File: src/rtl/serial_add_sub.sv
// Digit-serial add/subtract: DIGIT bits per clock, LSB digit first; done pulses NDIG cycles after accept.
// No backpressure: start is taken in IDLE or DONE and ignored while busy.
module serial_add_sub #(
  parameter int WIDTH = 16,
  parameter int DIGIT = 4
) (
  input  logic             clk,
  input  logic             rst_n,
  input  logic             start,
  input  logic             op,
  input  logic [WIDTH-1:0] a,
  input  logic [WIDTH-1:0] b,
  input  logic             cin,
  output logic             busy,
  output logic             done,
  output logic [WIDTH-1:0] sum,
  output logic             cout,
  output logic             ovf,
  output logic             zero
);

  localparam int NDIG = WIDTH / DIGIT;
  localparam int CW   = (NDIG > 1) ? $clog2(NDIG) : 1;

  typedef enum logic [1:0] {S_IDLE, S_RUN, S_DONE} state_t;

  state_t           r_state;
  logic [WIDTH-1:0] r_a;
  logic [WIDTH-1:0] r_b;
  logic [WIDTH-1:0] r_work;
  logic             r_carry;
  logic [CW-1:0]    r_cnt;

  logic [DIGIT-1:0] w_da;
  logic [DIGIT-1:0] w_db;
  logic [DIGIT-1:0] w_ds;
  logic [DIGIT:0]   w_c;
  logic [WIDTH-1:0] w_final;
  logic             w_last;

  // Subtraction is a + ~b + 1, so b is inverted and the carry seeded with cin^op at accept.
  always_comb begin
    w_da   = r_a[r_cnt*DIGIT +: DIGIT];
    w_db   = r_b[r_cnt*DIGIT +: DIGIT];
    w_ds   = '0;
    w_c    = '0;
    w_c[0] = r_carry;
    for (int i = 0; i < DIGIT; i++) begin
      w_ds[i]  = w_da[i] ^ w_db[i] ^ w_c[i];
      w_c[i+1] = (w_da[i] & w_db[i]) | (w_c[i] & (w_da[i] ^ w_db[i]));
    end
    w_final = r_work;
    w_final[r_cnt*DIGIT +: DIGIT] = w_ds;
    w_last  = (r_cnt == CW'(NDIG - 1));
  end

  always_ff @(posedge clk or negedge rst_n) begin
    if (!rst_n) begin
      r_state <= S_IDLE;
      r_a     <= '0;
      r_b     <= '0;
      r_work  <= '0;
      r_carry <= 1'b0;
      r_cnt   <= '0;
      busy    <= 1'b0;
      done    <= 1'b0;
      sum     <= '0;
      cout    <= 1'b0;
      ovf     <= 1'b0;
      zero    <= 1'b0;
    end else begin
      done <= 1'b0;
      case (r_state)
        S_IDLE, S_DONE: begin
          if (start) begin
            r_a     <= a;
            r_b     <= b ^ {WIDTH{op}};
            r_carry <= cin ^ op;
            r_cnt   <= '0;
            r_work  <= '0;
            busy    <= 1'b1;
            r_state <= S_RUN;
          end else begin
            r_state <= S_IDLE;
          end
        end
        S_RUN: begin
          r_work  <= w_final;
          r_carry <= w_c[DIGIT];
          if (w_last) begin
            // Top bit of the last digit is the MSB: overflow is carry-in vs carry-out of it.
            sum     <= w_final;
            cout    <= w_c[DIGIT];
            ovf     <= w_c[DIGIT] ^ w_c[DIGIT-1];
            zero    <= (w_final == '0);
            busy    <= 1'b0;
            done    <= 1'b1;
            r_state <= S_DONE;
          end else begin
            r_cnt <= r_cnt + CW'(1);
          end
        end
        default: r_state <= S_IDLE;
      endcase
    end
  end

endmodule
File: config.mk
export PLATFORM = sky130hd
export DESIGN_NAME = serial_add_sub
export DESIGN_NICKNAME = d
export VERILOG_FILES = /design/src/rtl/serial_add_sub.sv
export SDC_FILE = /design/constraint.sdc
export NUM_CORES = 1
export LEC_CHECK = 0
export CAP_MARGIN = 20
export CELL_PAD_IN_SITES_DETAIL_PLACEMENT = 1
export CELL_PAD_IN_SITES_GLOBAL_PLACEMENT = 1
export CORE_MARGIN = 3
export CORE_UTILIZATION = 45
export CTS_CLUSTER_SIZE = 28
export DETAILED_ROUTE_END_ITERATION = 10
export PLACE_DENSITY = 0.83
export SYNTH_ARGS = -nofsm -noshare
export SYNTH_HDL_FRONTEND = slang
export SYNTH_SLANG_ARGS = --single-unit
File: constraint.sdc
create_clock -name clk -period 6.41 [get_ports clk]
set_input_delay 0.641 -clock clk [delete_from_list [all_inputs] [get_ports clk]]
set_output_delay 0.641 -clock clk [all_outputs]
set_load 0.01 [all_outputs]
==> results of run 1 <==
[final timing paths]
path,endpoint,depth (start not counted),startpoint
worst max register to register,zero,13,r_cnt[0]
worst min register to register,sum[1],2,sum[1]
min in group asynchronous,r_work[13],2,rst_n
worst max-delay path,zero,13,r_cnt[0]
max in group asynchronous,sum[9],2,rst_n
worst min-delay path,sum[1],2,sum[1]
[final cells by class]
| cell class | instances | area [um^2] | share of cell area, % |
|---|---|---|---|
| sequential | 74 | 1850 | 41.9 |
| multi-input combinational | 216 | 1550 | 35.0 |
| timing repair buffer | 59 | 581 | 13.1 |
| clock buffer | 12 | 155 | 3.51 |
| tap | 99 | 124 | 2.81 |
| clock inverter | 4 | 97.6 | 2.21 |
| inverter | 16 | 60.1 | 1.36 |
[state kept, by name (all words and copies together) (netlist names)]
signal	cells
r_b	16
r_state	2
r_carry	1
r_cnt	2
zero	1
ovf	1
r_work	16
busy	1
sum	16
done	1
r_a	16
cout	1
[cells in the final DEF (no fill, tap or decap), types with 6 or more instances in the layout]
cell	Yosys	layout
dfrtp_1	74	74
clkdlybuf4s50_1	0	56
nand2_1	55	55
o21ai_0	50	50
nor2b_1	18	18
xnor2_1	18	18
inv_1	16	16
mux2_2	16	16
a31oi_1	15	15
clkbuf_8	0	11
nor2_1	6	6
ha_1	6	6
[power by group through the flow]
stage | logic, mW | clock network [mW] | registers (mW)
after CTS | 1.15 | 0.465 | 0.810
after global placement | 1.09 | 0 | 0.801
after detailed placement | 1.14 | 0 | 0.816
after global routing | 1.29 | 0.483 | 0.836
after floorplan | 0.790 | 0 | 0.772
final | 1.14 | 0.455 | 0.811
[worst max-delay path, cell delays in order (launching register included)]
cell and delay, ns:
dfrtp_1 0.86, mux4_1 0.67, inv_1 0.10, fa_1 0.17
inv_1 0.05, fa_1 0.36, inv_1 0.09, fa_1 0.22
fa_1 0.44, nor2_1 0.23, a31oi_1 0.17, nand4_1 0.14
nor3_1 0.06, a32o_2 0.26
[logic make-up after synthesis]
logic type,Yosys count
multiplexers,24
adder cells (fa/ha/maj),10
AND/OR/NAND/NOR,90
AO/OA/AOI/OAI,74
buffers and inverters,35
flip-flops,74
XOR/XNOR,18
[metal layers]
metal	vias to the layer above	track usage [%]
li1	1206	-
met1	1305	26.3
met2	82	36.8
met3	14	3.75
met4	0	9.50
met5	-	0
==> results.tsv, run 1 <==
metric	value	unit
data required time of the critical path	6.65	ns
TNS Setup	0	ns
P_int	1.45	mW
post-synthesis compound-gate area fraction	12.0	%
Post-synth ARST share	100	%
post-synthesis cell count	325	
Distinct cells, synth	33	
fin crit share	61.2	%
fmax	255	MHz
Initial DRC Count	145	
power per cell area	544	nW/um^2
pin count of the biggest net entering global routing	75	
Post-Synth Simple-Gate Area	12.1	%
final core occ	59.3	%
Starting Density	47.6	%
total core area	7450	um^2
Final Instance Area	4420	um^2
Clock Skew	0.00816	ns
predominant post-synthesis flop cell	dfrtp_1	
Diodes inserted	0	
via/cell ratio	5.43	
CTS buffer count	9	
vias	2607	
Logic pwr share	47.3	%
CTS tree	done	
Die H	94.8	um
Max IR drop VDD	0.000231	V
largest family of logic cells by synthesized area	simple AND/OR/NAND/NOR gates	
RSZ-0062 raised after global routing	no	
Psw	949	uW
Post-Synth Adder-Cell Area	4.38	%
PortBufs	57	
DR DRC count	0	
CP startpoint kind	register	
post-synth net total	372	
clock sink count	74	
Area after DPL	4160	um^2
worst skew pair latency	0.35	ns
Post-synth EDFFs	0	
flop-to-flop setup slack	2.49	ns
CTS max path bufs	2	
Synth top area share	52.2	%
final worst path period need	3.92	ns
setup bufs post-CTS	0	
CP endpoint kind	register	
uppermost layer routed	met4	
Switching Fraction	39.5	%
WP data arrival	4.16	ns
Worst-Margin Slew	0.962	ns
die footprint	8980	um^2
GRT Residual Overflow	0	
Seq pwr share	33.8	%
crit-path max FO	16	
vias in the first global route	2854	
Avg WL per Cell	18.0	um
Worst Hold Class	register to register	
Layout area overhead	24.5	%
largest cells by area after synthesis	dfrtp_1 52%, o21ai_0 7.1%, nand2_1 5.8%, mux2_2 5.1%, xnor2_1 4.4%	
Synth area leader	dfrtp_1	
Final Non-Filler Cells	480	
Final Setup Violations	0	
Layout Nets	423	
XOR/XNOR Fraction of Synth Area	4.45	%
total power	2.40	mW
Metal-1 WL	3540	um
DRT Pass-1 Iters	4	
most instantiated cells after synthesis	74 x dfrtp_1, 55 x nand2_1, 50 x o21ai_0	
clock root buffer	clkbuf_8	
metal3 WL	430	um
Leak	1.92	nW
placer congestion estimate	0.851	
final WL	8650	um
count leader, synth	dfrtp_1	
final hold vios	0	
dpl ws	2.55	ns
mux cell area share after synthesis	10.7	%
placed cell count	464	
Ys Warns	0	
outcome	completed	
Die W	94.8	um
# hold bufs at CTS	0	
post-route ant nets	0	
fin worst setup slack	2.49	ns
Synth Cell Area	3550	um^2
slew margin rel.	35.9	%
Clk pin slew, worst setup/hold paths	0.08	ns
GRT Total Usage	21.4	%
layout cell share with drive strength beyond 1	11.5	%
number of placed I/O pins	58	
post-synthesis sequential area ratio	52.2	%
Mapped Avg Cell Area	10.9	um^2
clock network power share	18.9	%
critical path type	register to register	
Std-Cell Rows	31	
hold_ws	0.482	ns
H-tree Lvls	3	
WL met2	4530	um
Final Slew Violations	0	
Yosys reg bits	74	
post-cts sizing count	0	
global-route wire length before repair	14500	um
Detail Placement HPWL	5990	um
# fillers	811	
Max Cap Violations	0	
initial antenna violation count	0	
Note: power is estimated with default switching activity, not from simulation.
==> inputs of run 2 (changes only) <==
CORE_UTILIZATION = 38   (was 45)
PLACE_DENSITY = 0.74   (was 0.83)
clock period = 3.1 ns   (was 6.41 ns; I/O delays follow)
==> results.tsv, run 2 (same netlist as run 1, synthesis figures left out) <==
metric	value	unit
CP endpoint kind	register	
initial antenna violation count	0	
Detail Placement HPWL	5810	um
Max IR drop VDD	0.000438	V
fin worst setup slack	-0.187	ns
Logic pwr share	52.8	%
fin crit share	106	%
TNS Setup	-0.319	ns
Seq pwr share	30.5	%
Max Cap Violations	0	
total power	5.28	mW
slew margin rel.	36.9	%
GRT Residual Overflow	0	
Clock Skew	0.0153	ns
layout cell share with drive strength beyond 1	18.6	%
Worst-Margin Slew	0.947	ns
hold_ws	0.0799	ns
clock network power share	16.8	%
Reg-to-Reg Start	r_cnt[0]	
final hold vios	0	
die footprint	10500	um^2
Starting Density	39.9	%
GRT Total Usage	17.3	%
Avg WL per Cell	16.6	um
power per cell area	1160	nW/um^2
Psw	2.10	mW
Die H	103	um
Leak	1.96	nW
clock sink count	74	
fmax	304	MHz
final WL	8320	um
Clk pin slew, worst setup/hold paths	0.08	ns
final worst path period need	3.29	ns
Worst path max stage delay	0.59	ns
CTS buffer count	9	
DRT Pass-1 Iters	4	
Initial DRC Count	74	
crit-path max FO	4	
pin count of the biggest net entering global routing	75	
flop-to-flop setup slack	-0.19	ns
DR DRC count	0	
final core occ	51.3	%
CTS max path bufs	2	
global-route wire length before repair	14000	um
Switching Fraction	39.8	%
Final Setup Violations	3	
via/cell ratio	5.10	
commonest non-fill, non-tap cells in the layout	73 x dfrtp_1, 56 x clkdlybuf4s50_1, 55 x nand2_1, 49 x o21ai_0	
placer congestion estimate	0.844	
# fillers	994	
P_int	3.18	mW
Worst Hold Class	primary input to asynchronous set/reset pin	
Final Slew Violations	0	
number of placed I/O pins	58	
Area after DPL	4260	um^2
CTS tree	done	
critical path type	register to register	
failing checks	negative setup slack	
Std-Cell Rows	34	
PortBufs	57	
worst skew pair latency	0.36	ns
register area	1850	um^2
Die W	103	um
Final Non-Filler Cells	501	
H-tree Lvls	3	
Diodes inserted	0	
outcome	complete, but fails checks	
clock root buffer	clkbuf_8	
CP startpoint kind	register	
# hold bufs at CTS	0	
total core area	8890	um^2
placed cell count	483	
post-route ant nets	0	
Setup crit start	r_cnt[0]	
Layout area overhead	28.7	%
Top cell by count, worst path	fa_2	
vias in the first global route	2800	
critical path cell sequence	mux4_2 > inv_2 > fa_2 > inv_2 > fa_2 > inv_2 > fa_2 > fa_2 > nor2_4 > a31oi_2 > nand4_1 > nor3_2 > a32o_2	
dpl ws	-0.220	ns
area of the multi-input gates	1600	um^2
vias	2555	
commonest non-fill, non-tap cell in the layout	dfrtp_1	
Final Instance Area	4560	um^2
RSZ-0062 raised after global routing	yes	
Slowest-stage cell, CP	fa_2	
WP data arrival	3.58	ns
Layout Nets	435	
data required time of the critical path	3.40	ns
run 2: cell types whose count changed in the layout (fill, tap and decap cells not counted), moves of 3 or more:
cell and delta:
fa_1 -4, inv_1 -3, buf_4 +13, fa_2 +4, a31oi_1 -4, inv_2 +3
run 2: metal layers:
metal	vias to the layer above	GRT usage, %	share of wire (%)
met3	10	2.98	3.4
li1	1230	-	-
met4	0	6.05	1.4
met2	58	28.7	50
met5	-	0	0
met1	1257	22.9	46
run 2: final cells by class:
cell class	count	area share (%)
flip-flops and latches	74	40.6
multi-input cells	216	35.2
repair buffers	71	14.8
clock buffers	12	3.62
well taps	108	2.96
clock inverters	4	1.59
inverters	16	1.32
run 2: path summary, 6_finish.rpt:
| check | cells past startpoint | endpoint |
|---|---|---|
| min in group clk | 2 | sum[8] |
| worst min register to register | 2 | sum[8] |
| worst max register to register | 13 | zero |
| worst max-delay path | 13 | zero |
| max in group asynchronous | 1 | r_cnt[0] |
| worst min-delay path | 1 | sum[15] |
run 2: critical path: cells and delay by family (launching register included):
| kind | cells | cell delay, ns |
|---|---|---|
| simple gates | 3 | 0.42 |
| flops | 1 | 0.45 |
| compound gates | 2 | 0.38 |
| fa+ha+maj | 4 | 1.50 |
| mux | 1 | 0.35 |
| buf+inv | 3 | 0.15 |
run 2: power groups by stage:
stage / sequential, mW / clock (mW) / combinational [mW]
floorplan: 1.60 / 0 / 1.66
global placement: 1.61 / 0 / 2.47
detailed placement: 1.63 / 0 / 2.57
CTS: 1.61 / 0.907 / 2.62
global route: 1.66 / 0.949 / 3.09
finish: 1.61 / 0.887 / 2.79
run 2: timing repair:
action,in CTS,in global routing
endpoints found under the setup margin,1,14
setup buffers,0,2
resized for setup,2,15
pin swaps,0,9
hold endpoints to repair,0,0
==> inputs of run 3 (changes only) <==
SKIP_CTS_REPAIR_TIMING = 1   (was unset)
==> results.tsv, run 3 (same netlist as run 1, synthesis figures left out) <==
metric	value	unit
outcome	complete, but fails checks	
failing checks	negative setup slack	
CTS max path bufs	2	
vias in the first global route	2782	
Clk pin slew, worst setup/hold paths	0.08	ns
Area after DPL	4260	um^2
Slowest-stage cell, CP	fa_2	
Max Cap Violations	0	
GRT Residual Overflow	0	
# fillers	990	
data required time of the critical path	3.40	ns
Layout area overhead	28.7	%
placer congestion estimate	0.844	
via/cell ratio	5.11	
flop-to-flop setup slack	-0.18	ns
layout cell share with drive strength beyond 1	18.8	%
total power	5.27	mW
r2r worst-path depth	13	
Reg-to-Reg Start	r_cnt[0]	
GR Util met3	2.98	%
CTS tree	done	
Starting Density	39.9	%
Clock Skew	0.0143	ns
clock root buffer	clkbuf_8	
final worst path period need	3.28	ns
Max IR drop VDD	0.000455	V
final hold vios	0	
RSZ-0062 raised after global routing	yes	
final core occ	51.3	%
WP data arrival	3.57	ns
CP startpoint kind	register	
Std-Cell Rows	34	
fin worst setup slack	-0.179	ns
Worst Hold Class	primary input to asynchronous set/reset pin	
GRT Total Usage	17.2	%
hold_ws	0.0859	ns
global-route wire length before repair	14000	um
Final Slew Violations	0	
Detail Placement HPWL	5810	um
total core area	8890	um^2
CP endpoint kind	register	
initial antenna violation count	0	
worst skew pair latency	0.36	ns
reg-to-reg endpoint	zero	
Setup crit start	r_cnt[0]	
vias	2562	
Diodes inserted	0	
Worst path max stage delay	0.59	ns
H-tree Lvls	3	
crit-path max FO	4	
register area	1850	um^2
PortBufs	57	
dpl ws	-0.220	ns
Worst-Margin Slew	0.946	ns
pin count of the biggest net entering global routing	75	
fmax	305	MHz
Avg WL per Cell	16.6	um
final WL	8310	um
commonest non-fill, non-tap cell in the layout	dfrtp_1	
clock sink count	74	
slew margin rel.	37.0	%
Global Route met2 Usage	28.6	%
power per cell area	1160	nW/um^2
critical path cell sequence	mux4_2 > inv_2 > fa_2 > inv_2 > fa_2 > inv_2 > fa_2 > fa_2 > nor2_4 > a31oi_2 > nand4_1 > nor3_2 > a32o_2	
DR DRC count	0	
number of placed I/O pins	58	
post-route ant nets	0	
CTS buffer count	9	
Leak	1.96	nW
DRT Pass-1 Iters	4	
critical path type	register to register	
CP Capture Point	zero	
Die W	103	um
Final Setup Violations	3	
Initial DRC Count	76	
commonest non-fill, non-tap cells in the layout	73 x dfrtp_1, 56 x clkdlybuf4s50_1, 55 x nand2_1, 49 x o21ai_0	
global route hottest layer	met2	
GR Util met1	22.9	%
Top cell by count, worst path	fa_2	
fin crit share	106	%
area of the multi-input gates	1600	um^2
Final Instance Area	4560	um^2
Die H	103	um
die footprint	10500	um^2
Layout Nets	435	
## run 3: cell counts in the layout (fill, tap and decap cells not counted)
Identical to the previous run, type by type.
## run 3: worst min-delay path by stage
stage               startpoint  endpoint
global placement        r_b[4]    r_b[4]
finish                   rst_n   sum[15]
CTS                      rst_n   sum[15]
floorplan                rst_n      busy
detailed placement      r_b[2]    r_b[2]
global route             rst_n   sum[15]
## run 3: through the flow
stage          setup TNS [ns]  cells
6_report               -0.302    501
5_1_grt                 -1.09    501
4_1_cts                -0.221    499
3_5_place_dp           -0.220    483
3_3_place_gp          -0.0803    483
2_1_floorplan          -0.115    325
## run 3: per-layer routing
| metal | vias to the layer above | share of wire (%) |
|---|---|---|
| li1 | 1229 | - |
| met1 | 1269 | 45 |
| met2 | 53 | 50 |
| met3 | 11 | 3.4 |
| met4 | 0 | 1.4 |
| met5 | - | 0 |
## run 3: critical path, delay by kind of cell (launching register included)
family / cells / cell delay, ns
compound gates: 2 / 0.37
fa+ha+maj: 4 / 1.50
buf+inv: 3 / 0.15
flops: 1 / 0.45
mux: 1 / 0.35
simple gates: 3 / 0.40
## run 3: cell type report
class / count / area share (%)
clock buffer: 12 / 3.62
clock inverter: 4 / 1.59
inverter: 16 / 1.32
multi-input combinational: 216 / 35.2
sequential: 74 / 40.6
tap: 108 / 2.96
timing repair buffer: 71 / 14.8
## run 3: power breakdown
group	internal, mW	leakage (nW)	switching [mW]
combinational	1.28	0.898	1.49
sequential	1.38	0.947	0.230
clock	0.518	0.119	0.367
